### src/rtl/ijtag_scan_driver.sv
// IJTAG initiator: turns a parallel scan request into a capture/shift/update
// sequence on the IJTAG signals and returns the sampled scan-out as a response.
module ijtag_scan_driver #(
  parameter int DATA_W = 64,
  parameter int LEN_W  = 7
) (
  input  logic              ijtag_tck,
  input  logic              ijtag_reset,
  input  logic              req_valid,
  output logic              req_ready,
  input  logic [LEN_W-1:0]  req_len,
  input  logic [DATA_W-1:0] req_data,
  input  logic              req_capture,
  input  logic              req_update,
  output logic              rsp_valid,
  input  logic              rsp_ready,
  output logic [DATA_W-1:0] rsp_data,
  output logic              ijtag_sel,
  output logic              ijtag_ce,
  output logic              ijtag_se,
  output logic              ijtag_ue,
  output logic              ijtag_si,
  input  logic              ijtag_so
);

  localparam int IDX_W = $clog2(DATA_W);

  typedef enum logic [2:0] {
    IDLE    = 3'd0,
    CAPTURE = 3'd1,
    SHIFT   = 3'd2,
    UPDATE  = 3'd3,
    DONE    = 3'd4
  } state_t;

  state_t            state_r;
  state_t            nxt_s;
  logic [LEN_W-1:0]  len_r;
  logic [LEN_W-1:0]  cnt_r;
  logic [LEN_W-1:0]  len_in_s;
  logic [LEN_W-1:0]  len_s;
  logic              upd_r;
  logic              upd_s;
  logic              accept_s;
  logic [DATA_W-1:0] tx_r;
  logic [DATA_W-1:0] tx_s;
  logic              so_r;

  function automatic state_t after_shift(input logic upd);
    if (upd) begin
      return UPDATE;
    end else begin
      return DONE;
    end
  endfunction

  // Clamp the requested length and select live request fields while idle.
  always_comb begin
    len_in_s = (req_len > LEN_W'(DATA_W)) ? LEN_W'(DATA_W) : req_len;
    accept_s = (state_r == IDLE) && req_valid;
    len_s    = (state_r == IDLE) ? len_in_s   : len_r;
    upd_s    = (state_r == IDLE) ? req_update : upd_r;
    tx_s     = (state_r == IDLE) ? req_data   : tx_r;
  end

  // Next-state decode; phases chain back-to-back, skipping disabled ones.
  always_comb begin
    nxt_s = state_r;
    case (state_r)
      IDLE: begin
        if (!req_valid) begin
          nxt_s = IDLE;
        end else if (req_capture) begin
          nxt_s = CAPTURE;
        end else if (len_s != {LEN_W{1'b0}}) begin
          nxt_s = SHIFT;
        end else begin
          nxt_s = after_shift(upd_s);
        end
      end
      CAPTURE: begin
        if (len_s != {LEN_W{1'b0}}) begin
          nxt_s = SHIFT;
        end else begin
          nxt_s = after_shift(upd_s);
        end
      end
      SHIFT: begin
        if (cnt_r == (len_s - LEN_W'(1))) begin
          nxt_s = after_shift(upd_s);
        end else begin
          nxt_s = SHIFT;
        end
      end
      UPDATE:  nxt_s = DONE;
      DONE:    nxt_s = rsp_ready ? IDLE : DONE;
      default: nxt_s = IDLE;
    endcase
  end

  // Scan-out is stable from the previous falling edge; grab it mid-period.
  always_ff @(posedge ijtag_tck or negedge ijtag_reset) begin
    if (!ijtag_reset) begin
      so_r <= 1'b0;
    end else begin
      so_r <= ijtag_so;
    end
  end

  // FSM state, datapath and registered outputs decoded from the next state.
  always_ff @(negedge ijtag_tck or negedge ijtag_reset) begin
    if (!ijtag_reset) begin
      state_r   <= IDLE;
      len_r     <= {LEN_W{1'b0}};
      upd_r     <= 1'b0;
      cnt_r     <= {LEN_W{1'b0}};
      tx_r      <= {DATA_W{1'b0}};
      rsp_data  <= {DATA_W{1'b0}};
      req_ready <= 1'b1;
      rsp_valid <= 1'b0;
      ijtag_sel <= 1'b0;
      ijtag_ce  <= 1'b0;
      ijtag_se  <= 1'b0;
      ijtag_ue  <= 1'b0;
      ijtag_si  <= 1'b0;
    end else begin
      state_r <= nxt_s;
      if (accept_s) begin
        len_r    <= len_in_s;
        upd_r    <= req_update;
        cnt_r    <= {LEN_W{1'b0}};
        rsp_data <= {DATA_W{1'b0}};
      end else if (state_r == SHIFT) begin
        cnt_r                        <= cnt_r + LEN_W'(1);
        rsp_data[cnt_r[IDX_W-1:0]]   <= so_r;
      end
      tx_r      <= (nxt_s == SHIFT) ? (tx_s >> 1) : tx_s;
      ijtag_si  <= (nxt_s == SHIFT) ? tx_s[0] : 1'b0;
      ijtag_sel <= (nxt_s == CAPTURE) || (nxt_s == SHIFT) || (nxt_s == UPDATE);
      ijtag_ce  <= (nxt_s == CAPTURE);
      ijtag_se  <= (nxt_s == SHIFT);
      ijtag_ue  <= (nxt_s == UPDATE);
      rsp_valid <= (nxt_s == DONE);
      req_ready <= (nxt_s == IDLE);
    end
  end

endmodule

### config.mk
export PLATFORM = sky130hd
export DESIGN_NAME = ijtag_scan_driver
export DESIGN_NICKNAME = d
export VERILOG_FILES = /design/src/rtl/ijtag_scan_driver.sv
export SDC_FILE = /design/constraint.sdc
export NUM_CORES = 1
export LEC_CHECK = 0
export CAP_MARGIN = 10
export CORE_UTILIZATION = 40
export CTS_CLUSTER_SIZE = 12
export DETAILED_ROUTE_END_ITERATION = 10
export GPL_TIMING_DRIVEN = 0
export PLACE_DENSITY = 0.67
export SETUP_SLACK_MARGIN = 0.2
export SLEW_MARGIN = 40
export SYNTH_ARGS = -nofsm -noshare
export SYNTH_HDL_FRONTEND = slang
export SYNTH_SLANG_ARGS = --single-unit
### constraint.sdc
create_clock -name ijtag_tck -period 3.5 [get_ports ijtag_tck]
set_input_delay 0.7 -clock ijtag_tck [delete_from_list [all_inputs] [get_ports ijtag_tck]]
set_output_delay 0.7 -clock ijtag_tck [all_outputs]
set_load 0.01 [all_outputs]
==> impl_metrics.toml, run 1 <==
[global_route]
grt_pass1_wl_um = 34000
grtUsageMet3 = 0.0547
grt_max_degree = 73
grt_pass1_vias = 6198
overflow = 0
grt_most_used_layer = "met2"
grt_use_met1 = 0.310
antenna_found_initial = 0
grtUsageMet2 = 0.345
grt_usage = 0.225

[power]
ir_drop_mv = 0.379
leakagePower_nw = 4.67
power_density_nw_per_um2 = 934

[drt]
finalWirelength_um = 21900
drt_first_iter_violations = 471
via_per_inst = 5.39
drtPass1Iterations = 5
wl_per_cell_um = 18.3
vias = 6430
ant_nets = 0
drc = 0

[logic_synthesis]
synthArstFlopShare = 1.00
ys_warn_count = 0
syn-num-nets = 773
synth.distinct_cells = 55
synth_ff_type = "dfrtn_1"
synth_cells = 693
synth_edf_count = 0
avgSynthCellArea_um2 = 11.2
ys_seq_elements = 154
synthesis.area_um2 = 7740
seq_area_frac_synth = 0.498

[placed_design]
place_congestion = 0.841
placed_area_um2 = 9750
dp_slack_ns = -2.42
dp_hpwl_um = 14200
portBuffers = 148

[critical_path]
worstSetupStartpointType = "primary input"
critPathSlowestCell = "mux4_2"
arrival_ns = 3.40
worstPathRequired_ns = 1.98
critPathCaptureType = "register"
path_max_fanout = 9
cp_common_cell = "buf_8"
cp_top_family = "simple AND/OR/NAND/NOR gates"
criticalPathCategory = "primary input to register"
worstPathCellList = "buf_12 -> clkbuf_16 -> nand2b_4 -> nor2_4 -> a21oi_4 -> ha_4 -> buf_8 -> or2_2 -> o221ai_2 -> and3b_2 -> a31oi_4 -> and2_4 -> o21ai_4 -> buf_8 -> buf_12 -> buf_8 -> mux4_2"
cpPeakStageDelay_ns = 0.30
critical_path_buf_inv_count = 6

[floorplanning]
die_x_um = 141
die_area_um2 = 19900
start_util = 0.411
core_um2 = 18800
die_y_um = 141
io_pins = 149
fp-row-count = 50

[final_layout]
fin_area_um2 = 10800
fin_util = 0.576
drive_gt1_frac = 0.328
fillers = 1591
nets = 1000
diodes = 0
syn2layout_area_growth_pct = 40.1

[status]
violations = "setup timing"
status = "finished with violations"

[hold_path]
hp-class = "register to register"

[clock_tree]
cts_num_sinks = 154
htree_levels = 4
clkSlewWorstSetupHoldPaths_ns = 0.05
tritoncts = "built"
cts_root_buf = "clkbuf_16"
ctsHoldBuffers = 0
clockBufferDepth = 2
clock_latency_ns = 0.44
numCtsBuffers = 17

[sta]
fin_ws_ns = -1.43
tightestPinTransition_ns = 0.886
slew_headroom = 0.404
finalClockSkew_ns = 0.0469
setup_violations = 74
grt_setup_unrepaired = "true"
slew_violations = 0
hold_viol_final = 0

[job]
max_cap_viol_count = 0
## routing by layer
| layer | share of wire | vias up |
|---|---|---|
| met5 | 0 | - |
| met4 | 0.021 | 0 |
| met3 | 0.067 | 41 |
| met2 | 0.48 | 241 |
| met1 | 0.44 | 3198 |
| li1 | - | 2950 |
## worst register-to-register path: stages, from the launching register on
cell and delay (ns):
dfrtn_1 0.32, buf_2 0.15, or3_1 0.34, buf_2 0.18
clkbuf_1 0.30, nor2_4 0.21, a21oi_4 0.06, ha_4 0.19
buf_8 0.13, or2_2 0.28, o221ai_2 0.14, and3b_2 0.23
a31oi_4 0.11, and2_4 0.19, o21ai_4 0.19, buf_8 0.18
buf_12 0.12, buf_8 0.12, mux4_2 0.30
## final cells by class
type | count | area, um2 | share of cell area
Multi-Input combinational cell | 472 | 3790 | 0.350
Clock inverter | 15 | 156 | 0.0144
Buffer | 60 | 400 | 0.0369
Timing Repair Buffer | 208 | 1830 | 0.169
Tap cell | 260 | 325 | 0.0300
Clock buffer | 18 | 450 | 0.0416
Sequential cell | 154 | 3850 | 0.356
Inverter | 6 | 22.5 | 0.00208
## report_power, final
part	total (mW)	switching, mW	leakage, nW	internal, mW
registers	2.84	0.374	1.97	2.47
logic	5.37	2.35	2.40	3.02
clock network	1.91	0.856	0.304	1.05
total	10.1	3.58	4.67	6.54
## metrics by stage
step | power (mW) | hold WS, ns | std cells | TNS [ns]
2_1_floorplan | 5.94 | 0.404 | 693 | -97.65
3_3_place_gp | 7.00 | 0.463 | 1101 | -1187.86
3_5_place_dp | 7.09 | 0.461 | 1103 | -214.77
4_1_cts | 9.73 | 0.463 | 1170 | -97.06
5_1_grt | 10.7 | 0.516 | 1193 | -103.95
6_report | 10.1 | 0.478 | 1193 | -98.83
## path summary, 6_finish.rpt
path | startpoint | to | slack [ns] | cells after the start
worst max-delay path | req_len[6] | tx_r[56] | -1.43 | 17
worst min-delay path | upd_r | upd_r | 0.48 | 2
worst max register to register | state_r[1] | tx_r[56] | -0.41 | 18
worst min register to register | upd_r | upd_r | 0.48 | 2
max in group asynchronous | ijtag_reset | rsp_data[12] | 0.75 | 3
min in group asynchronous | ijtag_reset | so_r | 0.77 | 3
## layout by cell type, fill, tap and decap left out, types with 5 or more instances in the layout
| master | Yosys | routed |
|---|---|---|
| clkbuf_16 | 0 | 19 |
| mux2i_1 | 10 | 9 |
| buf_6 | 6 | 21 |
| nor3_2 | 1 | 5 |
| buf_8 | 0 | 8 |
| clkdlybuf4s50_1 | 0 | 69 |
| buf_12 | 0 | 5 |
| mux4_2 | 63 | 63 |
| clkbuf_2 | 0 | 10 |
| nor2_1 | 21 | 19 |
| nand2_1 | 146 | 144 |
| buf_2 | 5 | 63 |
| nor2b_1 | 8 | 6 |
| clkbuf_1 | 45 | 28 |
| xnor2_1 | 9 | 8 |
| a21oi_1 | 69 | 66 |
| inv_6 | 0 | 6 |
| buf_16 | 0 | 5 |
| dfrtn_1 | 152 | 152 |
| buf_4 | 0 | 46 |
| o21ai_0 | 8 | 8 |
| nand3_1 | 62 | 62 |
## synth_stat cells, types with 7 or more instances
master    instances  area share
a21oi_1          69       0.045
clkbuf_1         45       0.022
dfrtn_1         152        0.49
mux2i_1          10       0.013
mux4_2           63        0.18
nand2_1         146       0.071
nand3_1          62       0.040
nor2_1           21       0.010
nor2b_1           8      0.0065
nor3_1            7      0.0045
o21ai_0           8      0.0052
xnor2_1           9       0.010
## state kept, by name, summed over array words and instances (netlist names), 3 cells and up
signal	flops
cnt_r	7
len_r	7
rsp_data	64
state_r	3
tx_r	64
## timing repair
action | 4_1_cts | 5_1_grt
endpoints found under the setup margin | 220 | 216
resized for setup | 341 | 42
pin swaps | 1 | 10
gates cloned | 4 | 0
buffers inserted | 31 | 23
## cells by family after synthesis
group	count (synthesis)	share of synthesized area
XOR/XNOR	14	0.0176
AO/OA/AOI/OAI	100	0.0757
flip-flops	154	0.498
buffers and inverters	67	0.0391
multiplexers	77	0.202
adder cells (fa/ha/maj)	2	0.00323
AND/OR/NAND/NOR	279	0.164
Power figures use the tool's default switching activity.
==> run 2: changes to the inputs <==
ABC_AREA = 1   (was default)
PLACE_DENSITY = 0.66   (was 0.67)
==> run 2 against run 1 <==
Against the previous run:
- the run still ends with setup timing left
- combinational power increased by 13%
- synthesized cell count grew 44%
- critical path type unchanged
- first-iteration DRC count up 1.3%
- largest power group unchanged
==> impl_metrics.toml, run 2 <==
[drt]
vias = 7540
drt_first_iter_violations = 477
via_per_inst = 4.96
drc = 0
ant_nets = 0
wl_per_cell_um = 15.0
finalWirelength_um = 22700
drtPass1Iterations = 5

[clock_tree]
cts_root_buf = "clkbuf_16"
htree_levels = 4
numCtsBuffers = 17
clock_latency_ns = 0.45
tritoncts = "built"
ctsHoldBuffers = 0
clkSlewWorstSetupHoldPaths_ns = 0.04
cts_num_sinks = 154
clockBufferDepth = 2

[sta]
slew_violations = 0
tightestPinTransition_ns = 0.865
hold_viol_final = 0
fin_ws_ns = -0.797
grt_setup_unrepaired = "true"
setup_violations = 74
slew_headroom = 0.421
finalClockSkew_ns = 0.0499

[critical_path]
worstSetupStartpointType = "primary input"
criticalPathCategory = "primary input to register"
rr_endpoint = "tx_r[1]"
path_max_fanout = 7
worstPathCellList = "buf_12 -> inv_4 -> nand4_1 -> nand2_2 -> inv_4 -> ha_4 -> xor2_1 -> nand3_1 -> a21oi_2 -> nand3_2 -> nor2_4 -> buf_4 -> nand3_2 -> nand2_1 -> nand2_2 -> nand3_4 -> buf_12 -> buf_6 -> inv_1"
r2r_cells = 23
cpPeakStageDelay_ns = 0.26
crit_start = "req_len[6]"
critPathSlowestCell = "ha_4"
critPathCaptureType = "register"
reg2reg_slack_ns = 0.57
arrival_ns = 2.80
worstPathRequired_ns = 2.00
reg2reg_from = "state_r[0]"

[global_route]
grt_pass1_vias = 7144
grt_usage = 0.225
grt_max_degree = 44
antenna_found_initial = 2
overflow = 0
grt_pass1_wl_um = 35800

[hold_path]
hp-class = "register to register"
hold_start = "len_r[1]"
worstHoldEndpoint = "len_r[1]"
hold_depth = 2

[logic_synthesis]
ys_warn_count = 0
synth_cells = 996
synth.distinct_cells = 32
synth_top_cell_by_area = "dfrtn_1"
synth_edf_count = 0
avgSynthCellArea_um2 = 8.02
synthesis.area_um2 = 7990
synthArstFlopShare = 1.00
ys_seq_elements = 154
synth_ff_type = "dfrtn_1"
seq_area_frac_synth = 0.483
yosysMostFrequentCell = "nand2_1"
synth_common_cells = "nand2_1 (348), dfrtn_1 (152), inv_1 (102)"
synth_area_leaders = "dfrtn_1 (48%), nand2_1 (16%), mux2_2 (9.2%)"
synth_top_area_share = 0.476
syn-num-nets = 1076

[placed_design]
dp_slack_ns = -1.76
place_inst = 1412
placed_area_um2 = 10100
portBuffers = 148
dp_hpwl_um = 14800
place_congestion = 0.816

[floorplanning]
fp-row-count = 51
io_pins = 149
die_area_um2 = 20500
die_x_um = 143
die_y_um = 143
start_util = 0.409
core_um2 = 19500

[status]
status = "finished with violations"
violations = "setup timing"

[power]
p_comb_frac = 0.573
p_sw_frac = 0.399
ir_drop_mv = 0.604
p_switching_mw = 4.25
power.total_mw = 10.6
power_density_nw_per_um2 = 918
pwr-share-clk = 0.184
leakagePower_nw = 6.42
p_int_mw = 6.39
seq_power_share = 0.243

[final_layout]
nets = 1324
fin_area_um2 = 11600
final-seq-area_um2 = 3850
diodes = 0
final_cell_mix = "nand2_1 (335), dfrtn_1 (152), inv_1 (97)"
drive_gt1_frac = 0.300
final_common_cell = "nand2_1"
final_cells = 1520
fillers = 1751
top_regs = "rsp_data: 64 flops, tx_r: 64 flops"
multi_input_area_um2 = 3850
syn2layout_area_growth_pct = 45.0

[job]
max_cap_viol_count = 0
## run 2: cell types whose count changed after synthesis, sizes merged, moves of 29 or more
cell | before | now
a21oi | 69 | 6
inv | 6 | 107
mux2 | 4 | 65
mux4 | 63 | 0
nand2 | 146 | 351
nand3 | 62 | 91
nand4 | 2 | 38
o21ai | 9 | 73
## run 2: logic make-up (layout without fill, tap and decap cells)
family                     count (synthesis)  after routing  share of synthesized area
adders and majority gates                  2              2                    0.00313
and+or+nand+nor                          527            527                      0.281
AOI/OAI and AO/OA                         85             85                     0.0556
muxes                                     65             65                     0.0916
DFF                                      154            154                      0.483
buffers and inverters                    162            421                     0.0852
xor gates and xnor gates                   1              1                    0.00110
## run 2: power by group through the flow
stage / combinational (mW) / sequential, mW / clock, mW
floorplan: 3.62 / 2.58 / 0.00358
global placement: 4.68 / 2.59 / 0.00358
detailed placement: 4.76 / 2.60 / 0.00358
CTS: 5.68 / 2.58 / 1.98
global route: 6.69 / 2.63 / 2.05
finish: 6.09 / 2.58 / 1.96
## run 2: cell type report
cell class,instances,share of cell area
clock buffer,25,0.0438
tap,265,0.0286
timing repair buffer,229,0.175
sequential,154,0.333
buffer,54,0.0414
clock inverter,6,0.00961
inverter,107,0.0362
multi-input combinational,680,0.333
## run 2: stage by stage
stage	hold slack, ns	utilization	setup TNS, ns
2_1_floorplan	0.403	-	-55.04
3_3_place_gp	0.416	0.513	-1150.68
5_1_grt	0.439	0.593	-60.12
6_report	0.423	0.593	-50.02
3_5_place_dp	0.425	0.519	-170.48
4_1_cts	0.425	0.574	-45.07
## run 2: per-layer routing
layer,routed length (um),up-vias,GRT usage
met2,10900,255,0.373
li1,-,3698,-
met3,1730,33,0.0680
met5,0,-,0
met1,9750,3554,0.284
met4,336,0,0.0599
## run 2: worst max-delay path by stage
stage | cells after the start | slack (ns) | endpoint
floorplan | 17 | -0.82 | tx_r[15]
CTS | 19 | -0.74 | tx_r[13]
finish | 19 | -0.80 | ijtag_se
global route | 20 | -0.93 | ijtag_se
global placement | 1 | -6.40 | tx_r[29]
detailed placement | 19 | -1.76 | tx_r[35]
## run 2: repair_timing
action	in CTS	in global routing
pin swaps	40	9
gates resized for setup	398	35
gates cloned	4	2
buffers inserted	48	24
endpoints found under the setup margin	222	198
## run 2: worst max-delay path: cells and delay by family
kind	cells	cell delay [ns]
AND/OR/NAND/NOR	9	0.91
buffers and inverters	7	0.65
adder cells (fa/ha/maj)	1	0.26
XOR/XNOR	1	0.14
AO/OA/AOI/OAI	1	0.13
